--- src/rtl/expr_eval.sv ---
// Running evaluator for a single-digit ASCII expression stream of digits, '+' and '*',
// with '*' binding tighter than '+'. Outputs reflect the longest complete prefix so far.
module expr_eval #(
    parameter int W = 16
) (
    input  logic         clk,
    input  logic         clr,
    input  logic [7:0]   in,
    output logic [W-1:0] result,
    output logic         valid,
    output logic         err
);

    typedef enum logic [1:0] {
        EXP_DIG = 2'd0,
        EXP_OP  = 2'd1,
        ERR     = 2'd2
    } state_t;

    localparam logic [7:0] CH_PLUS = 8'h2B;
    localparam logic [7:0] CH_STAR = 8'h2A;

    state_t       state_q, state_d;
    logic [W-1:0] sum_q, sum_d;
    logic [W-1:0] prod_q, prod_d;
    logic         mul_q, mul_d;
    logic [W-1:0] result_q, result_d;
    logic         valid_q, valid_d;
    logic         err_q, err_d;

    logic         is_digit;
    logic [W-1:0] digit_w;

    // The low nibble of an ASCII digit is its numeric value.
    assign is_digit = (in >= 8'h30) && (in <= 8'h39);
    assign digit_w  = {{(W-4){1'b0}}, in[3:0]};

    always_comb begin
        state_d  = state_q;
        sum_d    = sum_q;
        prod_d   = prod_q;
        mul_d    = mul_q;
        result_d = result_q;
        valid_d  = 1'b0;
        err_d    = err_q;

        unique case (state_q)
            EXP_DIG: begin
                if (is_digit) begin
                    if (mul_q) begin
                        prod_d = prod_q * digit_w;
                    end else begin
                        // A new additive term starts: fold the finished product into the sum.
                        sum_d  = sum_q + prod_q;
                        prod_d = digit_w;
                    end
                    state_d = EXP_OP;
                end else begin
                    state_d = ERR;
                end
            end
            EXP_OP: begin
                if (in == CH_PLUS) begin
                    mul_d   = 1'b0;
                    state_d = EXP_DIG;
                end else if (in == CH_STAR) begin
                    mul_d   = 1'b1;
                    state_d = EXP_DIG;
                end else begin
                    state_d = ERR;
                end
            end
            default: state_d = ERR;
        endcase

        if (state_d == EXP_OP) begin
            valid_d  = 1'b1;
            result_d = sum_d + prod_d;
        end else if (state_d == ERR) begin
            err_d = 1'b1;
        end
    end

    always_ff @(posedge clk) begin
        if (clr) begin
            state_q  <= EXP_DIG;
            sum_q    <= '0;
            prod_q   <= '0;
            mul_q    <= 1'b0;
            result_q <= '0;
            valid_q  <= 1'b0;
            err_q    <= 1'b0;
        end else begin
            state_q  <= state_d;
            sum_q    <= sum_d;
            prod_q   <= prod_d;
            mul_q    <= mul_d;
            result_q <= result_d;
            valid_q  <= valid_d;
            err_q    <= err_d;
        end
    end

    assign result = result_q;
    assign valid  = valid_q;
    assign err    = err_q;

endmodule

--- config.mk ---
export PLATFORM = sky130hd
export DESIGN_NAME = expr_eval
export DESIGN_NICKNAME = d
export VERILOG_FILES = /design/src/rtl/expr_eval.sv
export SDC_FILE = /design/constraint.sdc
export NUM_CORES = 1
export LEC_CHECK = 0
export ABC_AREA = 1
export CAP_MARGIN = 5
export CORE_MARGIN = 2
export CORE_UTILIZATION = 50
export DETAILED_ROUTE_END_ITERATION = 12
export PLACE_DENSITY = 0.68
export SYNTH_ARGS = -nofsm -noshare
export SYNTH_HDL_FRONTEND = slang
export SYNTH_SLANG_ARGS = --single-unit
--- constraint.sdc ---
create_clock -name clk -period 6.9 [get_ports clk]
set_clock_uncertainty 0.15 [all_clocks]
set_input_delay 1.38 -clock clk [delete_from_list [all_inputs] [get_ports clk]]
set_output_delay 1.38 -clock clk [all_outputs]
set_load 0.02 [all_outputs]
==> impl_metrics.tcl <==
set metrics [dict create \
    run_status "complete, no violations" \
    finalCritPeriodShare 0.8929 \
    totalPowerFinal_mw 0.5734 \
    synth_cells 796 \
    antenna_diode_count 0 \
    worst_path_largest_cell_delay_ns 0.86 \
    drt-pass1-iter-count 5 \
    max-vdd-ir-drop_mv 0.1334 \
    power.leakage_nw 3.285 \
    antenna_violation_net_count_after_detailed_routing 0 \
    path_clk_slew_ns 0.09 \
    cp.required_ns 6.95 \
    post_synth_mux_area_share 0 \
    post_synthesis_async_set_or_reset_flop_share 0 \
    critPathSlowestCell "clkdlybuf4s50_1" \
    synth_cell_type_count 43 \
    tightestPinTransition_ns 0.7110 \
    final_layout_size_suffix_gt1_frac 0.05257 \
    postSynthNetCount 879 \
    cts_repair_resize_count 0 \
    root_buffer "clkbuf_8" \
    worstSetupEndpointType "register" \
    share_of_the_synthesized_area_in_compound_gates_ao_oa_aoi_oai 0.1445 \
    grt_first_pass_wirelength_mm 21.71 \
    grt_start_max_net_pins 30 \
    die_height_um 106.5 \
    number_of_vias_per_cell 5.121 \
    crit_path_frequent_cell "nand2_1" \
    final_cell_area_mm2 0.005732 \
    synth.cells.most_frequent "nand2_1 (221), inv_1 (155), a21oi_1 (61)" \
    setup-tns-final_ns 0 \
    num-nets-final 900 \
    first_global_vias 4853 \
    clk-insertion-delay-late_ns 0.30 \
    netlist_top_cells_area "dfxtp_1 (20%), nand2_1 (16%), inv_1 (11%)" \
    synth-edff-count 0 \
    syn2layout_area_growth_pct 9.020 \
    postSynthRegisterBits 53 \
    synth_top_family_by_area "simple AND/OR/NAND/NOR gates" \
    portBuffers 27 \
    finalNonFillerCells 954 \
    initial_utilization 0.5116 \
    post_dp_hpwl_mm 10.03 \
    synth_xor_xnor_area_share 0.02665 \
    die_area_mm2 0.01135 \
    power.density_cell_area_mw_per_mm2 100.0 \
    row_count 37 \
    worst-setup-path-type "input pin to register" \
    dpl.cell_count 946 \
    post-synth-top-count-cell "nand2_1" \
    fmax_ghz 0.1623 \
    clockBufferDepth 2 \
    design.portCount 28 \
    detail_route.wl_per_cell_um 12.95 \
    initial_antenna_violation_count 0 \
    yosys_warning_count 0 \
    routed_wire_length_mm 12.35 \
    synth_top_area_share 0.2018 \
    die_width_um 106.5 \
    synth-seq-area-share 0.2018 \
    relSlewSlack 0.5245 \
    core_mm2 0.01028 \
    worstSetupStartpointType "input pin" \
    route.vias.total 4885 \
    cts.sinks 53 \
    post_synth_instance_area_mm2 0.005258 \
    synth_flop_cell "dfxtp_1" \
    slew_viol_final 0 \
    gp_routability_congestion 0.9750 \
    post-route-drc-count 0 \
    timing.critical_path.fanout_max 16 \
    netlist.top_cell.by_area "dfxtp_1" \
    synth_adder_area_share 0.2123 \
    finalHoldViolations 0 \
    placement.cell_area_mm2 0.005615 \
    cts.htree.levels 2 \
    track_usage 0.2343 \
    cts_made_buffers 5 \
    buffers_inserted_during_post_cts_setup_optimization 0 \
    synth.avg_cell_area_um2 6.605 \
    period_minus_slack_ns 6.161 \
    post_synth_and_or_nand_nor_area_fraction 0.2772 \
    timing.hold.ws_ns 0.3103 \
    initialDrtViolationCount 229 \
    tritoncts_clock_tree "done" \
    worst_endpoint_data_arrival_time_ns 6.21 \
    grt_overflow_total 0 \
    setup_violations 0 \
    hold_class "register to register" \
    grt_setup_unrepaired "false" \
    cts.hold.buffers_added 0 \
    max_cap_violations 0 \
]
-- cells in the final DEF (no fill, tap or decap), types with 3 or more instances in the layout --
master           netlist  routed
nand2_2                3       3
ha_1                  46      46
a21oi_2                8       8
dfxtp_1               53      53
fa_1                  27      27
nor2_2                 5       5
nor3_1                 9       9
or2_1                  3       3
and2_1                 6       6
o21bai_1               4       4
clkdlybuf4s50_1        0      27
a21oi_1               61      61
nand3_1               27      27
nand2_1              221     221
o21ai_0               29      29
a21o_1                 4       4
inv_2                  6       6
nor4_1                 3       3
inv_1                155     155
xor2_1                10      10
buf_4                  2       4
clkbuf_8               0       6
xnor2_1                6       6
nor2_1                51      51
o21ai_1               12      12
nand4_1                6       6
-- state kept, by name (all words and copies together) (netlist names) --
signal   cells
err          1
sum_q       16
result      16
prod_q      16
state_q      2
valid        1
mul_q        1
-- layer usage --
| metal | track usage | vias up | wire (µm) |
|---|---|---|---|
| met5 | 0 | - | 0 |
| met4 | 0.07514 | 0 | 320 |
| met3 | 0.01839 | 19 | 445 |
| met2 | 0.4098 | 118 | 5769 |
| met1 | 0.3065 | 2222 | 5816 |
| li1 | - | 2526 | - |
-- stage by stage --
step	util	setup WS, ns
4_1_cts	0.5577	0.7342
6_report	0.5577	0.7389
3_3_place_gp	0.5464	0.5068
5_1_grt	0.5577	0.2845
2_1_floorplan	-	1.216
3_5_place_dp	0.5464	0.4099
-- worst max-delay path, delay by kind of cell --
kind,cells,cell delay (ns)
AOI/OAI and AO/OA,3,0.51
buffers and inverters,5,1.14
and+or+nand+nor,14,1.34
adders and majority gates,4,1.82
-- worst paths after layout --
path,endpoint,start,cells after the start,slack (ns)
max,result[14]$_SDFFE_PP0P_,in[2],26,0.74
max reg2reg,result[14]$_SDFFE_PP0P_,prod_q[1]$_SDFF_PP0_,26,2.23
min reg2reg,result[9]$_SDFFE_PP0P_,result[9]$_SDFFE_PP0P_,2,0.31
min,result[9]$_SDFFE_PP0P_,result[9]$_SDFFE_PP0P_,2,0.31
-- area by class of cell --
cell class | instances | area, µm²
fill | 1029 | 4546
multi-input combinational | 564 | 3473
sequential | 53 | 1061
inverter | 162 | 610.6
timing repair buffer | 31 | 300.3
tap | 136 | 170.2
clock buffer | 7 | 86.33
clock inverter | 1 | 30.03
-- report_power, final --
group	total, mW	switching, mW	internal [mW]
clock network	0.217	0.0983	0.118
logic	0.0463	0.0299	0.0164
registers	0.310	0.00197	0.308
total	0.573	0.130	0.443
-- cells by family after synthesis --
family / after synthesis
XOR/XNOR: 16
adder cells (fa/ha/maj): 73
flip-flops: 53
AND/OR/NAND/NOR: 343
buffers and inverters: 179
AO/OA/AOI/OAI: 132
(Power assumes the default switching activity.)
==> patch (config.mk and constraints unchanged) <==
Register the inputs `clr` and `in` before use. The logic sees them one clock later.
--- a/src/rtl/expr_eval.sv
+++ b/src/rtl/expr_eval.sv
@@ -20,6 +20,14 @@
     localparam logic [7:0] CH_PLUS = 8'h2B;
     localparam logic [7:0] CH_STAR = 8'h2A;
 
+    logic clr_q;
+    logic [7:0] in_q;
+
+    always_ff @(posedge clk) begin
+        clr_q <= clr;
+        in_q  <= in;
+    end
+
     state_t       state_q, state_d;
     logic [W-1:0] sum_q, sum_d;
     logic [W-1:0] prod_q, prod_d;
@@ -32,8 +40,8 @@
     logic [W-1:0] digit_w;
 
     // The low nibble of an ASCII digit is its numeric value.
-    assign is_digit = (in >= 8'h30) && (in <= 8'h39);
-    assign digit_w  = {{(W-4){1'b0}}, in[3:0]};
+    assign is_digit = (in_q >= 8'h30) && (in_q <= 8'h39);
+    assign digit_w  = {{(W-4){1'b0}}, in_q[3:0]};
 
     always_comb begin
         state_d  = state_q;
@@ -60,10 +68,10 @@
                 end
             end
             EXP_OP: begin
-                if (in == CH_PLUS) begin
+                if (in_q == CH_PLUS) begin
                     mul_d   = 1'b0;
                     state_d = EXP_DIG;
-                end else if (in == CH_STAR) begin
+                end else if (in_q == CH_STAR) begin
                     mul_d   = 1'b1;
                     state_d = EXP_DIG;
                 end else begin
@@ -82,7 +90,7 @@
     end
 
     always_ff @(posedge clk) begin
-        if (clr) begin
+        if (clr_q) begin
             state_q  <= EXP_DIG;
             sum_q    <= '0;
             prod_q   <= '0;
Formal check against the unedited RTL: not equivalent (Yosys sat finds a counterexample within 4 cycles, from zero or initial values).
==> patch against the unedited design <==
Sequential cell count rose by 9; final area rose by 2.9%; setup slack improved by 940 ps; maximum frequency rose by 18%; synthesized area rose by 1.9%; largest power group unchanged; total power rose by 26%; routed wire length rose by 0.86%; critical path type is now reg2reg; critical path depth did not move.
==> patch: results (changes against the unedited design) <==
| Metric | Value |
|---|---|
| Global placer's final weighted congestion | `0.922 (-5.5%)` |
| Met1 usage in global routing | `0.327 (+0.0204)` |
| GR Util met3 | `0.0369 (+0.0185)` |
| R2R setup slack | `1680 ps (-550 ps)` |
| WHS Endpoint | `result[13]` |
| Met3 Routed Length | `466 um (+4.7%)` |
| Avg Inst Size Synth | `6.68 um^2 (+1.1%)` |
| All-Layer GR Usage | `0.242 (+0.00755)` |
| Clock Latency Late Sink | `350 ps (+50 ps)` |
| Outcome | `finished, final reports clean` |
| Reg-to-reg endpoint | `result[13]` |
| Inst Count DP | `948 (+0.21%)` |
| Seq power | `373 uW (+20%)` |
| Seq/Total Area, Yosys | `0.232 (+0.0299)` |
| Clk power | `314 uW (+45%)` |
| Vias in the first global route | `4,759 (-1.9%)` |
| Critical path origin | `in_q[2]` |
| Leading post-synthesis cells by cell area | `dfxtp_1 23%, nand2_1 16%, inv_1 11%` |
| H-tree depth | `3 (+1)` |
| Leakage | `3.33 nW (+1.3%)` |
| FMAX | `191 MHz (+18%)` |
| Xor/xnor cell area share of the yosys netlist | `0.0245 (-0.00213)` |
| Max VDD drop | `0.000109 V (-18%)` |
| Met2 wire length | `5.62 mm (-2.6%)` |
| First-pass GRT wire length | `22.1 mm (+2.0%)` |
| Slew HR | `0.446 (-0.0790)` |
| Wirelength per Cell | `12.9 um (-0.19%)` |
| Fillers | `1,007 (-2.1%)` |
| CP peak stage delay | `800 ps (-60 ps)` |
| CTS Buf Count | `9 (+4)` |
| DR vias | `4,887 (+0.041%)` |
| HPWL Detailed | `9.96 mm (-0.75%)` |
| Final #Nets | `906 (+0.67%)` |
| Post-Route M1 WL | `6.15 mm (+5.7%)` |
| Synthesized Nets | `885 (+0.68%)` |
## patch: cell types whose count changed in the layout (fill, tap and decap cells not counted), moves of 4 or more
| cell | before | now |
|---|---|---|
| o21ai_1 | 12 | 6 |
| a31oi_1 | 2 | 6 |
| dfxtp_1 | 53 | 62 |
| nand3_1 | 27 | 35 |
| clkinv_2 | 0 | 4 |
| nand2_1 | 221 | 230 |
## patch: cell type report
class                      instances  area share
multi-input combinational        565       0.582
sequential                        62       0.210
inverter                         157      0.0999
timing repair buffer              28      0.0471
tap                              136      0.0289
clock buffer                       9      0.0210
clock inverter                     7      0.0110
## patch: stage by stage
stage	power, mW	hold slack (ps)	instance area, um^2	utilization
finish	0.725	305	5900	0.569
global route	0.759	334	5900	0.569
CTS	0.734	308	5900	0.569
detailed placement	0.420	288	5710	0.551
global placement	0.419	290	5710	0.551
floorplan	0.406	320	5360	-
